===== config.mk =====
export PLATFORM = sky130hd
export DESIGN_NAME = ex_mem_stage_flat
export DESIGN_NICKNAME = d
export VERILOG_FILES = /design/src/rtl/ex_mem_stage_if.sv /design/src/rtl/ex_mem_stage.sv /design/src/flat_wrapper.sv
export SDC_FILE = /design/constraint.sdc
export NUM_CORES = 1
export LEC_CHECK = 0
export BUFFER_PORTS_ARGS = -buffer_cell sky130_fd_sc_hd__buf_2
export CAP_MARGIN = 30
export CORE_UTILIZATION = 51
export DETAILED_ROUTE_END_ITERATION = 8
export HOLD_SLACK_MARGIN = 0.02
export PLACE_DENSITY = 0.81
export SLEW_MARGIN = 15
export SYNTH_ARGS = -nofsm -noshare
export SYNTH_HDL_FRONTEND = slang
export SYNTH_SLANG_ARGS = --single-unit

===== constraint.sdc =====
create_clock -name clk -period 6.7 [get_ports clk]
set_input_delay 0.67 -clock clk [delete_from_list [all_inputs] [get_ports clk]]
set_output_delay 0.67 -clock clk [all_outputs]
set_load 0.02 [all_outputs]

===== src/rtl/ex_mem_stage_if.sv =====
// Execute-to-memory stage bundle: the upstream accept handshake, the downstream
// MEM handshake, the flag inputs/outputs and the condition evaluation.
interface ex_mem_stage_if #(parameter int WIDTH = 64);
  logic             in_valid;
  logic             in_ready;
  logic [WIDTH-1:0] in_result;
  logic             in_negative;
  logic             in_zero;
  logic             in_overflow;
  logic             in_carry_out;
  logic             in_set_flags;
  logic [4:0]       in_rd;
  logic             in_reg_write;
  logic             flush;
  logic             out_valid;
  logic             out_ready;
  logic [WIDTH-1:0] out_result;
  logic [4:0]       out_rd;
  logic             out_reg_write;
  logic             flag_n;
  logic             flag_z;
  logic             flag_v;
  logic             flag_c;
  logic [3:0]       cond;
  logic             cond_true;

  modport master (
    output in_valid, in_result, in_negative, in_zero, in_overflow, in_carry_out,
           in_set_flags, in_rd, in_reg_write, flush, out_ready, cond,
    input  in_ready, out_valid, out_result, out_rd, out_reg_write,
           flag_n, flag_z, flag_v, flag_c, cond_true
  );

  modport slave (
    input  in_valid, in_result, in_negative, in_zero, in_overflow, in_carry_out,
           in_set_flags, in_rd, in_reg_write, flush, out_ready, cond,
    output in_ready, out_valid, out_result, out_rd, out_reg_write,
           flag_n, flag_z, flag_v, flag_c, cond_true
  );
endinterface


===== src/rtl/ex_mem_stage.sv =====
// EX/MEM pipeline register with a two-entry skid buffer (main + skid),
// architectural NZVC flags and ARM condition-code evaluation.
module ex_mem_stage #(
  parameter int WIDTH = 64
) (
  input  logic         clk,
  input  logic         reset,
  ex_mem_stage_if.slave bus
);

  typedef struct packed {
    logic [WIDTH-1:0] result;
    logic [4:0]       rd;
    logic             reg_write;
  } entry_t;

  entry_t     main_q, skid_q, in_e;
  logic       main_valid, skid_valid;
  logic [3:0] flags_q;   // {N,Z,V,C}
  logic [3:0] flags_in, flags_eff;
  logic       accept, send;

  assign in_e     = '{result: bus.in_result, rd: bus.in_rd, reg_write: bus.in_reg_write};
  assign flags_in = {bus.in_negative, bus.in_zero, bus.in_overflow, bus.in_carry_out};

  // in_ready comes straight off skid_valid, so out_ready never reaches it.
  assign accept = bus.in_valid && !skid_valid && !bus.flush;
  assign send   = main_valid && bus.out_ready;

  always_ff @(posedge clk or posedge reset) begin
    if (reset) begin
      main_valid <= 1'b0;
      skid_valid <= 1'b0;
      main_q     <= '0;
      skid_q     <= '0;
    end else if (bus.flush) begin
      main_valid <= 1'b0;
      skid_valid <= 1'b0;
    end else if (!main_valid || send) begin
      // A full skid blocks accepts, so skid promotion never races a new entry.
      if (skid_valid) begin
        main_q     <= skid_q;
        main_valid <= 1'b1;
        skid_valid <= 1'b0;
      end else if (accept) begin
        main_q     <= in_e;
        main_valid <= 1'b1;
      end else begin
        main_valid <= 1'b0;
      end
    end else if (accept) begin
      skid_q     <= in_e;
      skid_valid <= 1'b1;
    end
  end

  always_ff @(posedge clk or posedge reset) begin
    if (reset)
      flags_q <= 4'b0000;
    else if (accept && bus.in_set_flags)
      flags_q <= flags_in;
  end

  assign flags_eff = (accept && bus.in_set_flags) ? flags_in : flags_q;

  logic n, z, v, c;
  assign {n, z, v, c} = flags_eff;

  always_comb begin
    bus.cond_true = 1'b1;
    case (bus.cond)
      4'h0: bus.cond_true = z;
      4'h1: bus.cond_true = !z;
      4'h2: bus.cond_true = c;
      4'h3: bus.cond_true = !c;
      4'h4: bus.cond_true = n;
      4'h5: bus.cond_true = !n;
      4'h6: bus.cond_true = v;
      4'h7: bus.cond_true = !v;
      4'h8: bus.cond_true = c && !z;
      4'h9: bus.cond_true = !(c && !z);
      4'hA: bus.cond_true = (n == v);
      4'hB: bus.cond_true = (n != v);
      4'hC: bus.cond_true = !z && (n == v);
      4'hD: bus.cond_true = !(!z && (n == v));
      default: bus.cond_true = 1'b1;
    endcase
  end

  assign bus.in_ready      = !skid_valid;
  assign bus.out_valid     = main_valid;
  assign bus.out_result    = main_q.result;
  assign bus.out_rd        = main_q.rd;
  assign bus.out_reg_write = main_valid && main_q.reg_write;
  assign {bus.flag_n, bus.flag_z, bus.flag_v, bus.flag_c} = flags_q;

endmodule


===== src/flat_wrapper.sv =====
// flat-port wrapper written by rule: the top's interface ports become plain ports
module ex_mem_stage_flat 
#(
  parameter int WIDTH = 64
)
  (clk, reset, bus_in_valid, bus_in_result, bus_in_negative, bus_in_zero, bus_in_overflow, bus_in_carry_out, bus_in_set_flags, bus_in_rd, bus_in_reg_write, bus_flush, bus_out_ready, bus_cond, bus_in_ready, bus_out_valid, bus_out_result, bus_out_rd, bus_out_reg_write, bus_flag_n, bus_flag_z, bus_flag_v, bus_flag_c, bus_cond_true);
  ex_mem_stage_if #(.WIDTH(WIDTH)) bus_i ();
  input  logic clk;
  input  logic reset;
  input wire logic [$bits(bus_i.in_valid)-1:0] bus_in_valid;
  input wire logic [$bits(bus_i.in_result)-1:0] bus_in_result;
  input wire logic [$bits(bus_i.in_negative)-1:0] bus_in_negative;
  input wire logic [$bits(bus_i.in_zero)-1:0] bus_in_zero;
  input wire logic [$bits(bus_i.in_overflow)-1:0] bus_in_overflow;
  input wire logic [$bits(bus_i.in_carry_out)-1:0] bus_in_carry_out;
  input wire logic [$bits(bus_i.in_set_flags)-1:0] bus_in_set_flags;
  input wire logic [$bits(bus_i.in_rd)-1:0] bus_in_rd;
  input wire logic [$bits(bus_i.in_reg_write)-1:0] bus_in_reg_write;
  input wire logic [$bits(bus_i.flush)-1:0] bus_flush;
  input wire logic [$bits(bus_i.out_ready)-1:0] bus_out_ready;
  input wire logic [$bits(bus_i.cond)-1:0] bus_cond;
  output wire logic [$bits(bus_i.in_ready)-1:0] bus_in_ready;
  output wire logic [$bits(bus_i.out_valid)-1:0] bus_out_valid;
  output wire logic [$bits(bus_i.out_result)-1:0] bus_out_result;
  output wire logic [$bits(bus_i.out_rd)-1:0] bus_out_rd;
  output wire logic [$bits(bus_i.out_reg_write)-1:0] bus_out_reg_write;
  output wire logic [$bits(bus_i.flag_n)-1:0] bus_flag_n;
  output wire logic [$bits(bus_i.flag_z)-1:0] bus_flag_z;
  output wire logic [$bits(bus_i.flag_v)-1:0] bus_flag_v;
  output wire logic [$bits(bus_i.flag_c)-1:0] bus_flag_c;
  output wire logic [$bits(bus_i.cond_true)-1:0] bus_cond_true;
  assign bus_i.in_valid = bus_in_valid;
  assign bus_i.in_result = bus_in_result;
  assign bus_i.in_negative = bus_in_negative;
  assign bus_i.in_zero = bus_in_zero;
  assign bus_i.in_overflow = bus_in_overflow;
  assign bus_i.in_carry_out = bus_in_carry_out;
  assign bus_i.in_set_flags = bus_in_set_flags;
  assign bus_i.in_rd = bus_in_rd;
  assign bus_i.in_reg_write = bus_in_reg_write;
  assign bus_i.flush = bus_flush;
  assign bus_i.out_ready = bus_out_ready;
  assign bus_i.cond = bus_cond;
  assign bus_in_ready = bus_i.in_ready;
  assign bus_out_valid = bus_i.out_valid;
  assign bus_out_result = bus_i.out_result;
  assign bus_out_rd = bus_i.out_rd;
  assign bus_out_reg_write = bus_i.out_reg_write;
  assign bus_flag_n = bus_i.flag_n;
  assign bus_flag_z = bus_i.flag_z;
  assign bus_flag_v = bus_i.flag_v;
  assign bus_flag_c = bus_i.flag_c;
  assign bus_cond_true = bus_i.cond_true;
  ex_mem_stage #(.WIDTH(WIDTH)) u_core (.clk(clk), .reset(reset), .bus(bus_i));
endmodule

# --- After elaboration in Yosys (flattened, before gate mapping) ---
# Cells that the tools add are included.
classes:
  eq_ne: 15
  mux: 11
  bitwise: 2
  reduce_logical: 23
op_table:
  columns: ["cell", "count"]
  rows:
  - ["two-way mux 70 bit", 2]
  - ["== test 4 bit, second input constant", 6]
  - ["== test 4 x 3 -> 1 bit, second input constant", 4]
  - ["case mux 1 bit (14 select lines)", 1]
  - ["zero test 1 bit", 9]
  - ["== test 4 x 2 -> 1 bit, second input constant", 2]
  - ["logical AND 1 bit", 7]
  - ["two-way mux 1 bit", 7]
  - ["AND reduction 3 bit", 2]
  - ["== test 4 x 1 -> 1 bit, second input constant", 1]
  - ["zero test 4 bit", 1]
  - ["two-way mux 4 bit", 1]
  - ["nonzero test 2 bit", 2]
  - ["nonzero test 3 bit", 1]
  - ["NOT 1 bit", 2]
  - ["== test 1 bit", 1]
  - ["logical OR 1 bit", 1]
  - ["inequality test 1 bit", 1]
word_totals:
  ff_bits: 146
  inputBits: 84
  output_inout_bits: 77
  word_cells: 60

# --- Longest topological paths before layout ---
logic_depth:
  depth_word: 9
  ltp_mapped: 7
  mapped_depth_nobuf: 6

# --- Least setup slack after synthesis ---
# No wires, ideal clock.
synth_path:
  path_kind: "input to output"
  startpoint: "input port bus_flush"
  endpoint: "output port bus_cond_true"
  t_arrival_ns: 1.962
  required_ns: 6.030
  path_slack_ns: 4.068
  cell_stages: 6
  path_buffers: 1
  path_cell_list: "and4bb_1 -> buf_6 -> mux4_1 -> xnor2_1 -> or3_1 -> nand4_1"
synth_between:
  elab_chain_len: 8
  word_cells_on_any_way: 15
  cone_classes: "eq/ne (2); mux (2); reduce/logical (11)"
synth_rtl:
  columns: ["element", "line", "text"]
  rows:
  - ["from (decl)", "flat_wrapper.sv:19", "input wire logic [$bits(bus_i.flush)-1:0] bus_flush;"]
  - ["zero test 1 bit *", "ex_mem_stage.sv:27", "assign accept = bus.in_valid && !skid_valid && !bus.flush;"]
  - ["logical AND 1 bit *", "ex_mem_stage.sv:27", null]
  - ["logical AND 1 bit *", "ex_mem_stage.sv:64", "assign flags_eff = (accept && bus.in_set_flags) ? flags_in : flags_q;"]
  - ["two-way mux 4 bit *", null, null]
  - ["== test 1 bit / zero test 1 bit (equally long branches)", null, null]
  - ["logical AND 1 bit (on tied branches)", null, null]
  - ["zero test 1 bit (on tied branches)", "ex_mem_stage.sv:85, ex_mem_stage.sv:81", null]
  - ["case mux 1 bit (14 select lines) *", "ex_mem_stage.sv:71", "case (bus.cond)"]
  - ["to (decl)", "flat_wrapper.sv:31", "output wire logic [$bits(bus_i.cond_true)-1:0] bus_cond_true;"]
# Every way passes the cells marked *; elsewhere a longest branch is shown, timed or not.

# --- Final worst setup path ---
layout_path:
  startpoint: "register u_core.skid_valid"
  endpoint: "output port bus_cond_true"
layout_between:
  elab_chain_len: 9
  word_cells_on_any_way: 16
  cone_classes: "eq/ne (2); mux (2); reduce/logical (12)"
layout_rtl:
  columns: ["element", "line", "text"]
  rows:
  - ["from (decl)", "ex_mem_stage.sv:18", "logic main_valid, skid_valid;"]
  - ["from (signal assigned)", "ex_mem_stage.sv:33", "skid_valid <= 1'b0;"]
  - ["from (signal assigned)", "ex_mem_stage.sv:38", "skid_valid <= 1'b0;"]
  - ["from (signal assigned)", "ex_mem_stage.sv:44", "skid_valid <= 1'b0;"]
  - ["zero test 1 bit *", "ex_mem_stage.sv:27", null]
  - ["logical AND 1 bit * (2 in series)", "ex_mem_stage.sv:27", null]
  - ["logical AND 1 bit *", "ex_mem_stage.sv:64", null]
  - ["two-way mux 4 bit *", null, null]
  - ["net u_core.flags_eff[3]", "ex_mem_stage.sv:20", "logic [3:0] flags_in, flags_eff;"]
  - ["== test 1 bit", "ex_mem_stage.sv:82, ex_mem_stage.sv:84, ex_mem_stage.sv:85", null]
  - ["logical AND 1 bit", "ex_mem_stage.sv:84, ex_mem_stage.sv:85", null]
  - ["zero test 1 bit", "ex_mem_stage.sv:85", "4'hD: bus.cond_true = !(!z && (n == v));"]
  - ["case mux 1 bit (14 select lines) *", "ex_mem_stage.sv:71", null]
# The timed path passes the listed nets; every way through them passes the cells marked *.

==> results summary <==
Setup repair after global routing left no endpoint under its margin. The relative slew slack came out at 0.502. The width of the die is 117 um. The cell count of the worst reg-to-reg path is 6. Counting the fill cells in the layout gives 1019. The mean post-synth cell area is 11.8 sq um.

Once placement finished, the instance area stood at 7210 sq um. The number of buffers inserted by hold repair at cts came out at 0. Summed over all cells, the static leakage comes to around 3.5 nW. The final-report max-slew violation count is 0. The count of clock tree sinks came out at 146. The nature of the critical path endpoint is an output port. The pin count of the biggest net entering global routing came out at between 70 and 80.

The first-pass GRT wire length came out at 20700 um. After clock tree synthesis, the repair step resized 0 gates. Across every metal layer, demand over resource in global routing totals 0.199.

The clock-pin transition on the worst setup and hold timing paths came out at ~0.060 ns. The post-synthesis instance area came out at 6780 sq um. The register bit count reported by yosys is 146. The number of DRC markers in iteration 0 is 196. The number of vias in the routed layout is 4439. The post-route worst hold slack came out at 0.369 ns.

The via count of the first global-routing pass came out at 4414. The count of yosys warnings during synthesis came out at 0. The post-synthesis net count is 660. The post-synthesis to final-layout area growth is 15.5%. The final global-route overflow total is 0.

The share of flip-flops with an asynchronous set or reset after synthesis came out at 1.00. The count of distinct cell types in the synthesized netlist came out at 33. The remaining routing DRC violations is 0. The number of cells after detailed placement came out at roughly 810.

Of the cells placed in the final design, the portion with a size suffix greater than 1 is 0.408. The xor and xnor area share after synthesis came out at 0.00776. The share of the synthesized area in compound gates (AO/OA/AOI/OAI) came out at 0.0613.

In this run the number of H-tree levels came out at 4. roughly 160 I/O pins were placed. For this run, the leading register cell type out of synthesis is dfrtp_1. The worst-case IR drop observed on VDD is 0.191 mV.

The floorplan step defined a die boundary enclosing 13700 sq um. For this design, the slowest cell found on the critical path is dfrtp_4. STA classifies the critical path startpoint as a register.

Of the total synthesized cell area, the portion taken by full adders, half adders and majority gates is 0. In this run the worst hold path is classified as in -> async. Synthesis produced a netlist whose cell count is 576. For this configuration, the core starts out at a cell density of 0.530. The vias per cell came out at 5.26. In this run the clock root is driven by a clkbuf_16.

The mux contribution to synthesized area came out at 0.233. The worst endpoint required time came out at ~6.0 ns. The maximum fanout along the worst path came out at 32. The slew of the pin with the lowest slew margin came out at 0.747 ns. The count of flip-flops with a built-in enable after synthesis came out at 0. The finished layout holds between 800 and 900 standard cells, fillers aside.

The initial antenna violation count came out at 1. The share of synthesized area occupied by flip-flops and latches came out at 0.539. The number of setup violations in the final report is 0. The finished layout cell area came out at between 7000 and 8000 sq um.

The insertion delay to the later sink of the worst-skew pair came out at 0.41 ns. The aggregate negative setup slack came out at 0 ns. The floorplan core area is ~13000 sq um. The quantity of I/O buffers inserted on ports is 160. TritonCTS built the clock tree.

The pre-antenna-repair detailed-routing pass consisted of 4 iterations. The critical path in this run is classified as reg -> out. The vertical extent of the die came out at 117 um. By instance count, the leading cell after synthesis is dfrtp_1. The number of buffers inserted during clock tree synthesis is 17.

The area share of the largest cell type after synthesis is 0.539. The longest clock path from root to sink contains 2 buffers. The post-CTS setup-driven buffer insertion count came out at 0.

The fraction of the mapped netlist area in simple logic gates is 0.0563. By area, the combinational part of the netlist is dominated by multiplexers. After detailed routing, the average wire length per cell comes to around 16 um. Once detail routing completed, the nets flagged for antenna violations numbered 0. The critical path goes through and4bb_1, mux2i_4, inv_2, o41ai_1, o221ai_1, nand4_1, buf_2. The cell area power density is approximately 330 nW/um^2.

The shortest clock period the worst path allows after layout came out at 3.70 ns. The worst clock skew is around 0.0062 ns. In the final layout, the multi-input gates occupy 2450 sq um. The hold violation total from the final report is 0.

The floorplan has between 40 and 50 rows. After synthesis, the cell types taking the most area are dfrtp_1 54%, mux2_2 12%, mux2i_1 11%, buf_4 7.6%, a21oi_1 5.2%. The flip-flop and latch area is 3660 sq um. The total of max-cap violations came out at 0. The peak per-stage delay on the critical path came out at 0.70 ns. At the end of routability-driven placement, the weighted congestion stood at 0.716.

The data arrival time of the critical path is 3.03 ns. The net count reported at finish came out at around 740. The biggest area consumer among synthesized cells is dfrtp_1. The period utilization came out at 0.552. Once detailed placement completed, the half-perimeter wirelength came to 8890 um. In the synthesized netlist, the cells that appear most often are 146 x dfrtp_1, 74 x nor2_1, 72 x mux2_2, 72 x mux2i_1, 71 x a21oi_1.

The routed wire length came out at 13200 um. The run finished with clean final reports. For this run, the top clock speed supported by timing is around 0.27 GHz. At the end of the flow the core is filled with cells to 0.613.
[cells in the final DEF (no fill, tap or decap), drive strengths merged, types with 3 or more instances in the layout]
master / instances
nor2: 74
mux2i: 73
a21oi: 71
xnor2: 4
clkbuf: 21
clkinv: 4
buf: 166
mux2: 72
inv: 7
nor2b: 4
dfrtp: 146
clkinvlp: 3
nand2: 4
[registers in the layout, indices dropped and copies added, names as in the netlist]
| signal | flops |
|---|---|
| u_core.bus.out_rd | 5 |
| u_core.bus.out_result | 64 |
| u_core.bus.out_valid | 1 |
| u_core.flags_q | 4 |
| u_core.main_q | 1 |
| u_core.skid_q | 70 |
| u_core.skid_valid | 1 |
[worst max-delay path, delay by kind of cell (launching register included)]
kind,cells,cell delay [ns]
multiplexers,1,0.35
AND/OR/NAND/NOR,2,0.76
flip-flops,1,0.70
AO/OA/AOI/OAI,2,0.58
buffers and inverters,2,0.24
[metrics by stage]
stage	power [W]	setup WS, ns
after floorplan	0.00159	2.11
after global placement	0.00163	3.63
after detailed placement	0.00167	3.48
after CTS	0.00260	3.04
after global routing	0.00271	2.87
final	0.00258	3.00
[layout make-up]
cell class | instances | share of cell area
Multi-Input combinational cell | 322 | 0.313
Clock buffer | 21 | 0.0614
Clock inverter | 9 | 0.0136
Timing Repair Buffer | 166 | 0.113
Antenna cell | 1 | 0.000320
Tap cell | 172 | 0.0275
Sequential cell | 146 | 0.467
Inverter | 7 | 0.00400
[metal layers]
| metal | vias up | track usage | wire, um |
|---|---|---|---|
| met4 | 0 | 0.0835 | 204 |
| met5 | - | 0 | 0 |
| li1 | 2083 | - | - |
| met2 | 141 | 0.338 | 6520 |
| met1 | 2195 | 0.230 | 5590 |
| met3 | 20 | 0.0654 | 866 |
[cell families after synthesis]
family,Yosys count
AOI/OAI and AO/OA,79
buffers and inverters,108
DFF,146
muxes,146
and+or+nand+nor,91
xor gates and xnor gates,6
[final timing paths]
kind                       slack (ns)                          start                               endpoint
min                              0.37                          reset  u_core.bus.out_result[16]$_DFFE_PP0P_
max reg2reg                      3.89  u_core.skid_valid$_DFFE_PP0P_  u_core.bus.out_result[57]$_DFFE_PP0P_
min reg2reg                      0.50  u_core.skid_q[55]$_DFFE_PP0P_          u_core.skid_q[55]$_DFFE_PP0P_
max                              3.00  u_core.skid_valid$_DFFE_PP0P_                          bus_cond_true
min in group clk                 0.50                      bus_flush       u_core.bus.out_valid$_DFFE_PP0N_
max in group asynchronous        5.34                          reset   u_core.bus.out_result[8]$_DFFE_PP0P_
[report_power, final]
group	leakage [nW]	switching (W)	internal (W)
combinational	1.47	0.000268	0.000219
clock	0.283	0.000344	0.000582
sequential	1.70	0.0000995	0.00107
total	3.45	0.000712	0.00187
Power figures use the tool's default switching activity.
